<file path="config.mk">
export PLATFORM = sky130hd
export DESIGN_NAME = ballot_controller_flat
export DESIGN_NICKNAME = d
export VERILOG_FILES = /design/src/rtl/ballot_controller_if.sv /design/src/rtl/ballot_controller.sv /design/src/flat_wrapper.sv
export SDC_FILE = /design/constraint.sdc
export NUM_CORES = 1
export LEC_CHECK = 0
export BUFFER_PORTS_ARGS = -buffer_cell sky130_fd_sc_hd__buf_2
export CAP_MARGIN = 5
export CORE_MARGIN = 3
export CORE_UTILIZATION = 60
export CTS_CLUSTER_DIAMETER = 100
export DETAILED_ROUTE_END_ITERATION = 16
export PLACE_DENSITY = 0.9
export SETUP_SLACK_MARGIN = 0.15
export SLEW_MARGIN = 10
export SYNTH_ARGS = -nofsm -noshare
export SYNTH_HDL_FRONTEND = slang
export SYNTH_SLANG_ARGS = --single-unit
</file>
<file path="constraint.sdc">
create_clock -name clock -period 3.8 [get_ports clock]
set_input_delay 1.14 -clock clock [delete_from_list [all_inputs] [get_ports clock]]
set_output_delay 1.14 -clock clock [all_outputs]
set_load 0.02 [all_outputs]
</file>
<file path="src/rtl/ballot_controller_if.sv">
// Signal bundle between the ballot unit / officer console and the ballot_controller.
// The master side drives mode, enable and the raw buttons; the slave side returns tallies and status.
interface ballot_controller_if #(
  parameter int NUM_CAND = 6,
  parameter int VOTE_W   = 8
);
  logic                       mode;
  logic                       ballot_enable;
  logic [NUM_CAND-1:0]        cand_button;
  logic                       valid_vote_casted;
  logic [NUM_CAND*VOTE_W-1:0] cand_vote;
  logic                       armed;
  logic                       busy;
  logic                       conflict_err;
  logic                       sat_flag;

  modport master (
    output mode, ballot_enable, cand_button,
    input  valid_vote_casted, cand_vote, armed, busy, conflict_err, sat_flag
  );

  modport slave (
    input  mode, ballot_enable, cand_button,
    output valid_vote_casted, cand_vote, armed, busy, conflict_err, sat_flag
  );
endinterface

</file>
<file path="src/rtl/ballot_controller.sv">
// Voting-side sequencer: arms one ballot per officer enable, qualifies a single stable
// candidate press, records it in a saturating tally and locks out until the hold window ends.
module ballot_controller #(
  parameter int NUM_CAND      = 6,
  parameter int VOTE_W        = 8,
  parameter int STABLE_CYCLES = 1000000,
  parameter int HOLD_CYCLES   = 100000000
) (
  input logic               clock,
  input logic               reset,
  ballot_controller_if.slave bus
);

  localparam int MAX_CYC = (STABLE_CYCLES > HOLD_CYCLES) ? STABLE_CYCLES : HOLD_CYCLES;
  localparam int CNT_W   = $clog2(MAX_CYC) + 1;
  localparam int IDX_W   = (NUM_CAND > 1) ? $clog2(NUM_CAND) : 1;
  localparam logic [VOTE_W-1:0] TALLY_MAX = '1;

  typedef enum logic [1:0] {IDLE, ARMED, CAST, HOLD} state_t;

  state_t              state_q, state_d;
  logic [NUM_CAND-1:0] sync1_q, btn_s, btn_prev_q;
  logic [CNT_W-1:0]    sc_q, sc_d, hc_q, hc_d;
  logic [IDX_W-1:0]    cand_idx_q, cand_idx_d, btn_idx;
  logic [VOTE_W-1:0]   tally_q [NUM_CAND];
  logic                valid_q, armed_q, busy_q, conflict_q, sat_q;
  logic                one_hot, multi;

  assign one_hot = ($countones(btn_s) == 1);
  assign multi   = ($countones(btn_s) > 1);

  always_comb begin
    btn_idx = '0;
    for (int i = 0; i < NUM_CAND; i++)
      if (btn_s[i]) btn_idx = IDX_W'(i);
  end

  // NOTE: every signal gets a default before the case so no path leaves it unassigned (no latches).
  always_comb begin
    state_d    = state_q;
    sc_d       = sc_q;
    hc_d       = hc_q;
    cand_idx_d = cand_idx_q;
    unique case (state_q)
      IDLE: begin
        sc_d = '0;
        hc_d = '0;
        if (bus.ballot_enable && !bus.mode) state_d = ARMED;
      end
      ARMED: begin
        if (bus.mode) begin
          state_d = IDLE;
          sc_d    = '0;
        end else if (one_hot && (btn_s == btn_prev_q)) begin
          if (sc_q == CNT_W'(STABLE_CYCLES - 1)) begin
            state_d    = CAST;
            cand_idx_d = btn_idx;
            sc_d       = '0;
          end else begin
            sc_d = sc_q + 1'b1;
          end
        end else begin
          sc_d = '0;
        end
      end
      CAST: begin
        state_d = HOLD;
        hc_d    = '0;
      end
      HOLD: begin
        // hc parks at its terminal count until every button is released.
        if (hc_q == CNT_W'(HOLD_CYCLES - 1)) begin
          if (btn_s == '0) state_d = IDLE;
        end else begin
          hc_d = hc_q + 1'b1;
        end
      end
      default: state_d = IDLE;
    endcase
  end

  // NOTE: sequential state uses non-blocking assignments so every flop samples pre-edge values.
  always_ff @(posedge clock or negedge reset) begin
    if (!reset) begin
      state_q    <= IDLE;
      sync1_q    <= '0;
      btn_s      <= '0;
      btn_prev_q <= '0;
      sc_q       <= '0;
      hc_q       <= '0;
      cand_idx_q <= '0;
      valid_q    <= 1'b0;
      armed_q    <= 1'b0;
      busy_q     <= 1'b0;
      conflict_q <= 1'b0;
    end else begin
      state_q    <= state_d;
      sync1_q    <= bus.cand_button;
      btn_s      <= sync1_q;
      btn_prev_q <= btn_s;
      sc_q       <= sc_d;
      hc_q       <= hc_d;
      cand_idx_q <= cand_idx_d;
      valid_q    <= (state_d == CAST);
      armed_q    <= (state_d == ARMED);
      busy_q     <= (state_d == CAST) || (state_d == HOLD);
      conflict_q <= (state_d == ARMED) && multi;
    end
  end

  // NOTE: the tally array is architectural state that must read zero after reset, so it is reset
  // flop by flop rather than being treated as an uninitialised RAM.
  always_ff @(posedge clock or negedge reset) begin
    if (!reset) begin
      for (int i = 0; i < NUM_CAND; i++) tally_q[i] <= '0;
      sat_q <= 1'b0;
    end else if (state_q == CAST) begin
      if (tally_q[cand_idx_q] == TALLY_MAX) sat_q <= 1'b1;
      else tally_q[cand_idx_q] <= tally_q[cand_idx_q] + 1'b1;
    end
  end

  for (genvar g = 0; g < NUM_CAND; g++) begin : g_tally_out
    assign bus.cand_vote[g*VOTE_W +: VOTE_W] = tally_q[g];
  end

  assign bus.valid_vote_casted = valid_q;
  assign bus.armed             = armed_q;
  assign bus.busy              = busy_q;
  assign bus.conflict_err      = conflict_q;
  assign bus.sat_flag          = sat_q;

endmodule

</file>
<file path="src/flat_wrapper.sv">
// flat-port wrapper written by rule: the top's interface ports become plain ports
module ballot_controller_flat 
#(
  parameter int NUM_CAND      = 6,
  parameter int VOTE_W        = 8,
  parameter int STABLE_CYCLES = 1000000,
  parameter int HOLD_CYCLES   = 100000000
)
  (clock, reset, bus_mode, bus_ballot_enable, bus_cand_button, bus_valid_vote_casted, bus_cand_vote, bus_armed, bus_busy, bus_conflict_err, bus_sat_flag);
  ballot_controller_if #(.NUM_CAND(NUM_CAND), .VOTE_W(VOTE_W)) bus_i ();
  input logic clock;
  input logic reset;
  input wire logic [$bits(bus_i.mode)-1:0] bus_mode;
  input wire logic [$bits(bus_i.ballot_enable)-1:0] bus_ballot_enable;
  input wire logic [$bits(bus_i.cand_button)-1:0] bus_cand_button;
  output wire logic [$bits(bus_i.valid_vote_casted)-1:0] bus_valid_vote_casted;
  output wire logic [$bits(bus_i.cand_vote)-1:0] bus_cand_vote;
  output wire logic [$bits(bus_i.armed)-1:0] bus_armed;
  output wire logic [$bits(bus_i.busy)-1:0] bus_busy;
  output wire logic [$bits(bus_i.conflict_err)-1:0] bus_conflict_err;
  output wire logic [$bits(bus_i.sat_flag)-1:0] bus_sat_flag;
  assign bus_i.mode = bus_mode;
  assign bus_i.ballot_enable = bus_ballot_enable;
  assign bus_i.cand_button = bus_cand_button;
  assign bus_valid_vote_casted = bus_i.valid_vote_casted;
  assign bus_cand_vote = bus_i.cand_vote;
  assign bus_armed = bus_i.armed;
  assign bus_busy = bus_i.busy;
  assign bus_conflict_err = bus_i.conflict_err;
  assign bus_sat_flag = bus_i.sat_flag;
  ballot_controller #(.NUM_CAND(NUM_CAND), .VOTE_W(VOTE_W), .STABLE_CYCLES(STABLE_CYCLES), .HOLD_CYCLES(HOLD_CYCLES)) u_core (.clock(clock), .reset(reset), .bus(bus_i));
endmodule
</file>
Word-level counts from Yosys, hierarchy flattened
Cells that the tools add are included.

Register bits: 132. Input port bits: 10. Output and inout port bits: 53. Logic and storage cells: 83.

Add/sub/neg operators: 8. Magnitude comparators: 3. Eq/ne operators: 12. Mux-type cells: 24. Bitwise gates (word level): 3. Reductions and logical operators: 15.

Operators with widths (number): two-way mux 28 bit (4); case mux 28 bit (2 select lines) (2); adder 28 x 1 -> 28 bit (second input constant) (2); bitwise mux 48 bit (1); adder 2 x 32 -> 32 bit (1); adder 32 bit (1); equality test 32 x 2 -> 1 bit (second input constant) (1); greater-than comparator 32 x 2 -> 1 bit (second input constant) (1); equality test 28 x 20 -> 1 bit (second input constant) (1); equality test 28 x 27 -> 1 bit (second input constant) (1); binary-select mux 8 bit (select 3 bit) (1); demux 8 bit (select 3 bit) (1); two-way mux 8 bit (3); two-way mux 2 bit (6); two-way mux 3 bit (4); adder 8 x 1 -> 8 bit (second input constant) (1); equality test 2 bit (second input constant) (4); equality test 8 bit (second input constant) (1); case mux 2 bit (4 select lines) (1); adder 1 x 1 -> 2 bit (3); equality test 6 bit (1); zero test 6 bit (1); AND reduction 2 bit (3); equality test 2 x 1 -> 1 bit (second input constant) (2); 13 further kinds (18).

Depth between registers and ports, before layout
Word-level depth: 10. Mapped depth: 16. Mapped depth without buffers: 14.

Least setup slack after synthesis
Ideal clock, no wire load.

Path type: reg-to-reg. Start: reg u_core.btn_s[2]. End: reg u_core.sc_q[21]. Library setup time: 0.069 ns. Arrival time: 3.373 ns. Required time: 3.731 ns. Slack: 0.359 ns. Cell stages (with the launch flop): 17. Buffers on the path: 2. Clock period less this slack: 3.441 ns. Cells stage by stage: dfrtp_1 -> inv_1 -> ha_1 -> inv_1 -> fa_1 -> inv_1 -> ha_1 -> inv_1 -> fa_1 -> nor2_1 -> a31oi_1 -> nand4b_1 -> or3_1 -> clkbuf_1 -> clkbuf_1 -> or3_1 -> nand3_1.

Word-level cells in the longest chain between the ends: 8. Elaborated cells between the ends (all ways): 9. Classes of those cells: add/sub: 3; eq/ne: 2; mux: 3; reduce/logical: 1.

Ends and longest elaborated chain: start, declared (line ballot_controller.sv:22) `logic [NUM_CAND-1:0] sync1_q, btn_s, btn_prev_q;`; start signal, assigned (line ballot_controller.sv:99) `btn_s <= sync1_q;`; adder 1 x 1 -> 2 bit (implied by the code) (line ballot_controller.sv:29) `assign one_hot = ($countones(btn_s) == 1);`; adder 2 x 32 -> 32 bit (implied by the code) (line ballot_controller.sv:29); adder 32 bit (implied by the code) (line ballot_controller.sv:29); equality test 32 x 2 -> 1 bit (line ballot_controller.sv:29); logical AND 1 bit * (line ballot_controller.sv:54) `end else if (one_hot && (btn_s == btn_prev_q)) begin`; two-way mux 28 bit * (line ballot_controller.sv:54); two-way mux 28 bit * (line ballot_controller.sv:51) `if (bus.mode) begin`; case mux 28 bit (2 select lines) * (line ballot_controller.sv:44) `unique case (state_q)`; end signal, assigned (line ballot_controller.sv:89) `sc_q <= '0;`; end signal, assigned (line ballot_controller.sv:101) `sc_q <= sc_d;`; end, declared (line ballot_controller.sv:23) `logic [CNT_W-1:0] sc_q, sc_d, hc_q, hc_d;`.

Every way passes the cells marked *; elsewhere a longest branch is shown, timed or not. A chain may end at the register's enable or synchronous reset.

Final worst setup path
Start: reg u_core.cand_idx_q[0]. End: reg u_core.tally_q, in the netlist u_core.bus.cand_vote[13].

Word-level cells in the longest chain between the ends: 7. Elaborated cells between the ends (all ways): 14. Classes of those cells: add/sub: 1; order compare: 2; eq/ne: 1; mux: 6; bitwise: 2; reduce/logical: 2.

Ends and longest elaborated chain: start, declared (line ballot_controller.sv:24) `logic [IDX_W-1:0] cand_idx_q, cand_idx_d, btn_idx;`; start signal, assigned (line ballot_controller.sv:103) `cand_idx_q <= cand_idx_d;`; NOT 3 -> 4 bit (implied by the code) * (line ballot_controller.sv:118, ballot_controller.sv:119); branches (longest 6 deep; another with adder 8 x 1 -> 8 bit); end signal, assigned by index (line ballot_controller.sv:119) `else tally_q[cand_idx_q] <= tally_q[cand_idx_q] + 1'b1;`; end, declared (line ballot_controller.sv:25) `logic [VOTE_W-1:0] tally_q [NUM_CAND];`.

Mark *: on every way between the ends. The select of a mux whose other input is x is not followed.

==> flow_metrics.tcl <==
set metrics [dict create \
    fillers 638 \
    run_status "complete, no violations" \
    path_clk_slew_ns 0.06 \
    cts.sinks 132 \
    ys_ff_latch 132 \
    design.portCount 63 \
    endpoint_kind "flop" \
    place.port_buffers 62 \
    rr_worst_depth 10 \
    finalHoldViolCount 0 \
    synth_area_per_cell_um2 10.71 \
    layout_min_cycle_time_ns 3.554 \
    cts_root_buffer "clkbuf_8" \
    drv_slew 0 \
    yosysUniqueCellTypes 66 \
    drive_gt1_share_pct 25.88 \
    hp-class "flop to flop" \
    rows 37 \
    clk_latency_ns 0.53 \
    die_area_mm2 0.01242 \
    ys_seq_area_share_pct 49.49 \
    fmax_mhz 281.4 \
    cp_data_required_time_ns 4.21 \
    fin_skew_ns 0.005533 \
    numCtsBuffers 17 \
    p_total_w 0.003207 \
    grt_pass1_wl_um 26780 \
    synth_ff_type "dfrtp_1" \
    drt-pass1-iter-count 5 \
    synth_cells 623 \
    grt_max_degree 63 \
    crit_chain "buf_4, and3b_1, a22oi_1, o21ai_0, ha_1, inv_1, a211o_1, o41ai_4, or3b_1, mux2_2" \
    worstMarginPinSlew_ns 0.8733 \
    nNetsFinal 722 \
    min_path_cells 0 \
    grt_pass1_vias 5442 \
    drtIter0Drc 666 \
    path_max_fanout 15 \
    cts_htree_levels 4 \
    startpoint_type "flop" \
    finalCritPeriodShare_pct 93.52 \
    layout_commonest_cell "dfrtp_1" \
    yosys_warnings 0 \
    antenna_found_initial 0 \
    ant_nets 0 \
    fp.dieW_um 111.5 \
    routed_wl_um 16030 \
    overflow 0 \
    cts_buffer_depth 2 \
    max_stage_delay_ns 0.73 \
    syn-num-nets 646 \
    layout_common_cells "dfrtp_1 (130), buf_2 (61), mux2_2 (56)" \
    cp_num_buf_inv 2 \
    crit_type "flop to flop" \
    wl_per_cell_um 18.92 \
    worst_path_max_delay_cell "dfrtp_1" \
    finalWeightedCongestion 0.9223 \
    hold-path-endpoint "u_core.btn_s[4]" \
    cellPowerDensity_mw_per_mm2 410.9 \
    leakage_nw 3.640 \
    min_from "u_core.sync1_q[4]" \
    initial_core_util_pct 63.23 \
    dp_hpwl_um 10250 \
    critical_path.top_delay_family "compound AO/OA/AOI/OAI gates" \
    grt_use_total_pct 26.62 \
    rsz0062_at_grt "no" \
    tritoncts "done" \
    async_reset_ff_share_pct 100.0 \
    core-area_mm2 0.01056 \
    drc_errors 0 \
    drv_cap 0 \
    slew_headroom_pct 41.24 \
    arrival_ns 3.97 \
    setup-violations-final 0 \
    cts_hold_buf 0 \
    synth_area_mm2 0.006674 \
    syn2layout_area_growth_pct 16.95 \
    tns_ns 0 \
    synth_edf_count 0 \
    r2r_start "u_core.cand_idx_q[0]" \
    r2r_slack_ns 0.25 \
    regToRegEndpoint "u_core.bus.cand_vote[13]" \
    vias_per_cell 6.280 \
    die_height_um 111.5 \
    via_count 5319 \
    antenna_cells 0 \
    ir_drop_mv 0.2641 \
]
## power breakdown
group | switching, W | internal [W] | total (W)
logic | 0.0000614 | 0.0000344 | 0.0000957
registers | 0.0000159 | 0.00142 | 0.00144
clock network | 0.000622 | 0.00105 | 0.00167
## worst max-delay path by stage
stage / from / end / slack, ns / cells past startpoint
2_1_floorplan: u_core.btn_s[2] / u_core.sc_q[21] / 0.36 / 16
3_3_place_gp: u_core.btn_s[2] / u_core.sc_q[19] / 0.41 / 15
3_5_place_dp: u_core.btn_s[2] / u_core.sc_q[13] / 0.21 / 15
4_1_cts: u_core.btn_s[2] / u_core.sc_q[7] / 0.18 / 15
5_1_grt: u_core.btn_s[2] / u_core.sc_q[7] / 0.14 / 15
6_report: u_core.cand_idx_q[0] / u_core.bus.cand_vote[13] / 0.25 / 10
## synth_stat cells, types with 2 or more instances
cell	count	area, um^2
buf_6	3	33.78
and4_1	3	26.28
and3_1	6	37.54
nor2_1	36	135.1
or3_1	17	106.4
o21a_1	2	15.01
and2_1	2	12.51
o31ai_1	7	52.55
a21o_1	7	52.55
buf_4	3	22.52
fa_1	2	40.04
mux2i_1	13	130.1
and2b_1	3	22.52
a221oi_1	2	17.52
a211o_1	2	17.52
o21ai_0	30	150.1
or2_2	4	25.02
xnor2_1	9	78.83
buf_2	2	10.01
xor2_1	25	219.0
nand4b_1	3	26.28
dfrtp_1	132	3303
ha_1	11	137.6
nand3b_1	2	15.01
nand3_1	36	180.2
a2111oi_0	2	17.52
o211ai_1	5	37.54
a22oi_1	4	30.03
nand2_1	48	180.2
mux2_2	56	630.6
nor2b_1	4	25.02
o21bai_1	5	37.54
nand4_1	17	106.4
clkbuf_1	13	48.80
a21oi_1	16	80.08
or4_1	4	30.03
nor4_1	11	68.82
o31a_1	2	17.52
inv_1	32	120.1
nor2_2	2	12.51
a222oi_1	2	20.02
nor3_1	10	50.05
nor3b_1	4	30.03
nand2b_1	2	12.51
## final cells by class
cell class	instances	area (um^2)	area share, %
sequential	132	3306	42.35
multi-input combinational	437	3139	40.22
timing repair buffer	79	465.4	5.963
clock buffer	20	455.4	5.835
tap	136	170.2	2.180
clock inverter	11	148.9	1.908
inverter	32	120.1	1.539
## per-layer routing
| metal | track usage, % | up-vias | wire, um | part of all wire (%) |
|---|---|---|---|---|
| met2 | 45.44 | 264 | 8146 | 51 |
| li1 | - | 2388 | - | - |
| met3 | 6.685 | 41 | 1095 | 6.8 |
| met5 | 0 | - | 0 | 0 |
| met4 | 9.976 | 0 | 389 | 2.4 |
| met1 | 32.81 | 2626 | 6394 | 40 |
## state kept, by name, summed over array words and instances, names as in the netlist, 2 cells and up
register,count
u_core.hc_q,28
u_core.cand_idx_q,3
u_core.btn_s,6
u_core.btn_prev_q,6
u_core.bus.cand_vote,48
u_core.state_q,2
u_core.sync1_q,6
u_core.sc_q,28
## logic make-up after synthesis
logic type / Yosys count / synth area share [%]
xor gates and xnor gates: 34 / 4.462
AOI/OAI and AO/OA: 96 / 9.749
and+or+nand+nor: 223 / 17.92
DFF: 132 / 49.49
muxes: 71 / 12.13
buffers and inverters: 54 / 3.581
adders and majority gates: 13 / 2.662
## worst reg2reg max path, cell delays in order (launching register included)
cell,delay [ns]
dfrtp_1,0.73
buf_4,0.33
and3b_1,0.21
a22oi_1,0.13
o21ai_0,0.15
ha_1,0.25
inv_1,0.07
a211o_1,0.30
o41ai_4,0.37
or3b_1,0.49
mux2_2,0.41
## what timing repair did
action                                  4_1_cts  5_1_grt
resized for setup                             0        8
buffers inserted                              0        3
endpoints found under the setup margin        0       19
hold endpoints to repair                      0        0
## metrics by stage
step	worst slack, ns	cells	util, %	area (um^2)	hold WS (ns)
final	0.2461	847	73.95	7805	0.3477
after global routing	0.1395	847	73.95	7805	0.3529
after CTS	0.1820	844	73.52	7760	0.3487
after detailed placement	0.2114	813	67.79	7156	0.3347
after global placement	0.4057	813	67.79	7156	0.3336
after floorplan	0.3585	623	-	6674	0.3312
Note: power is estimated with default switching activity, not from simulation.
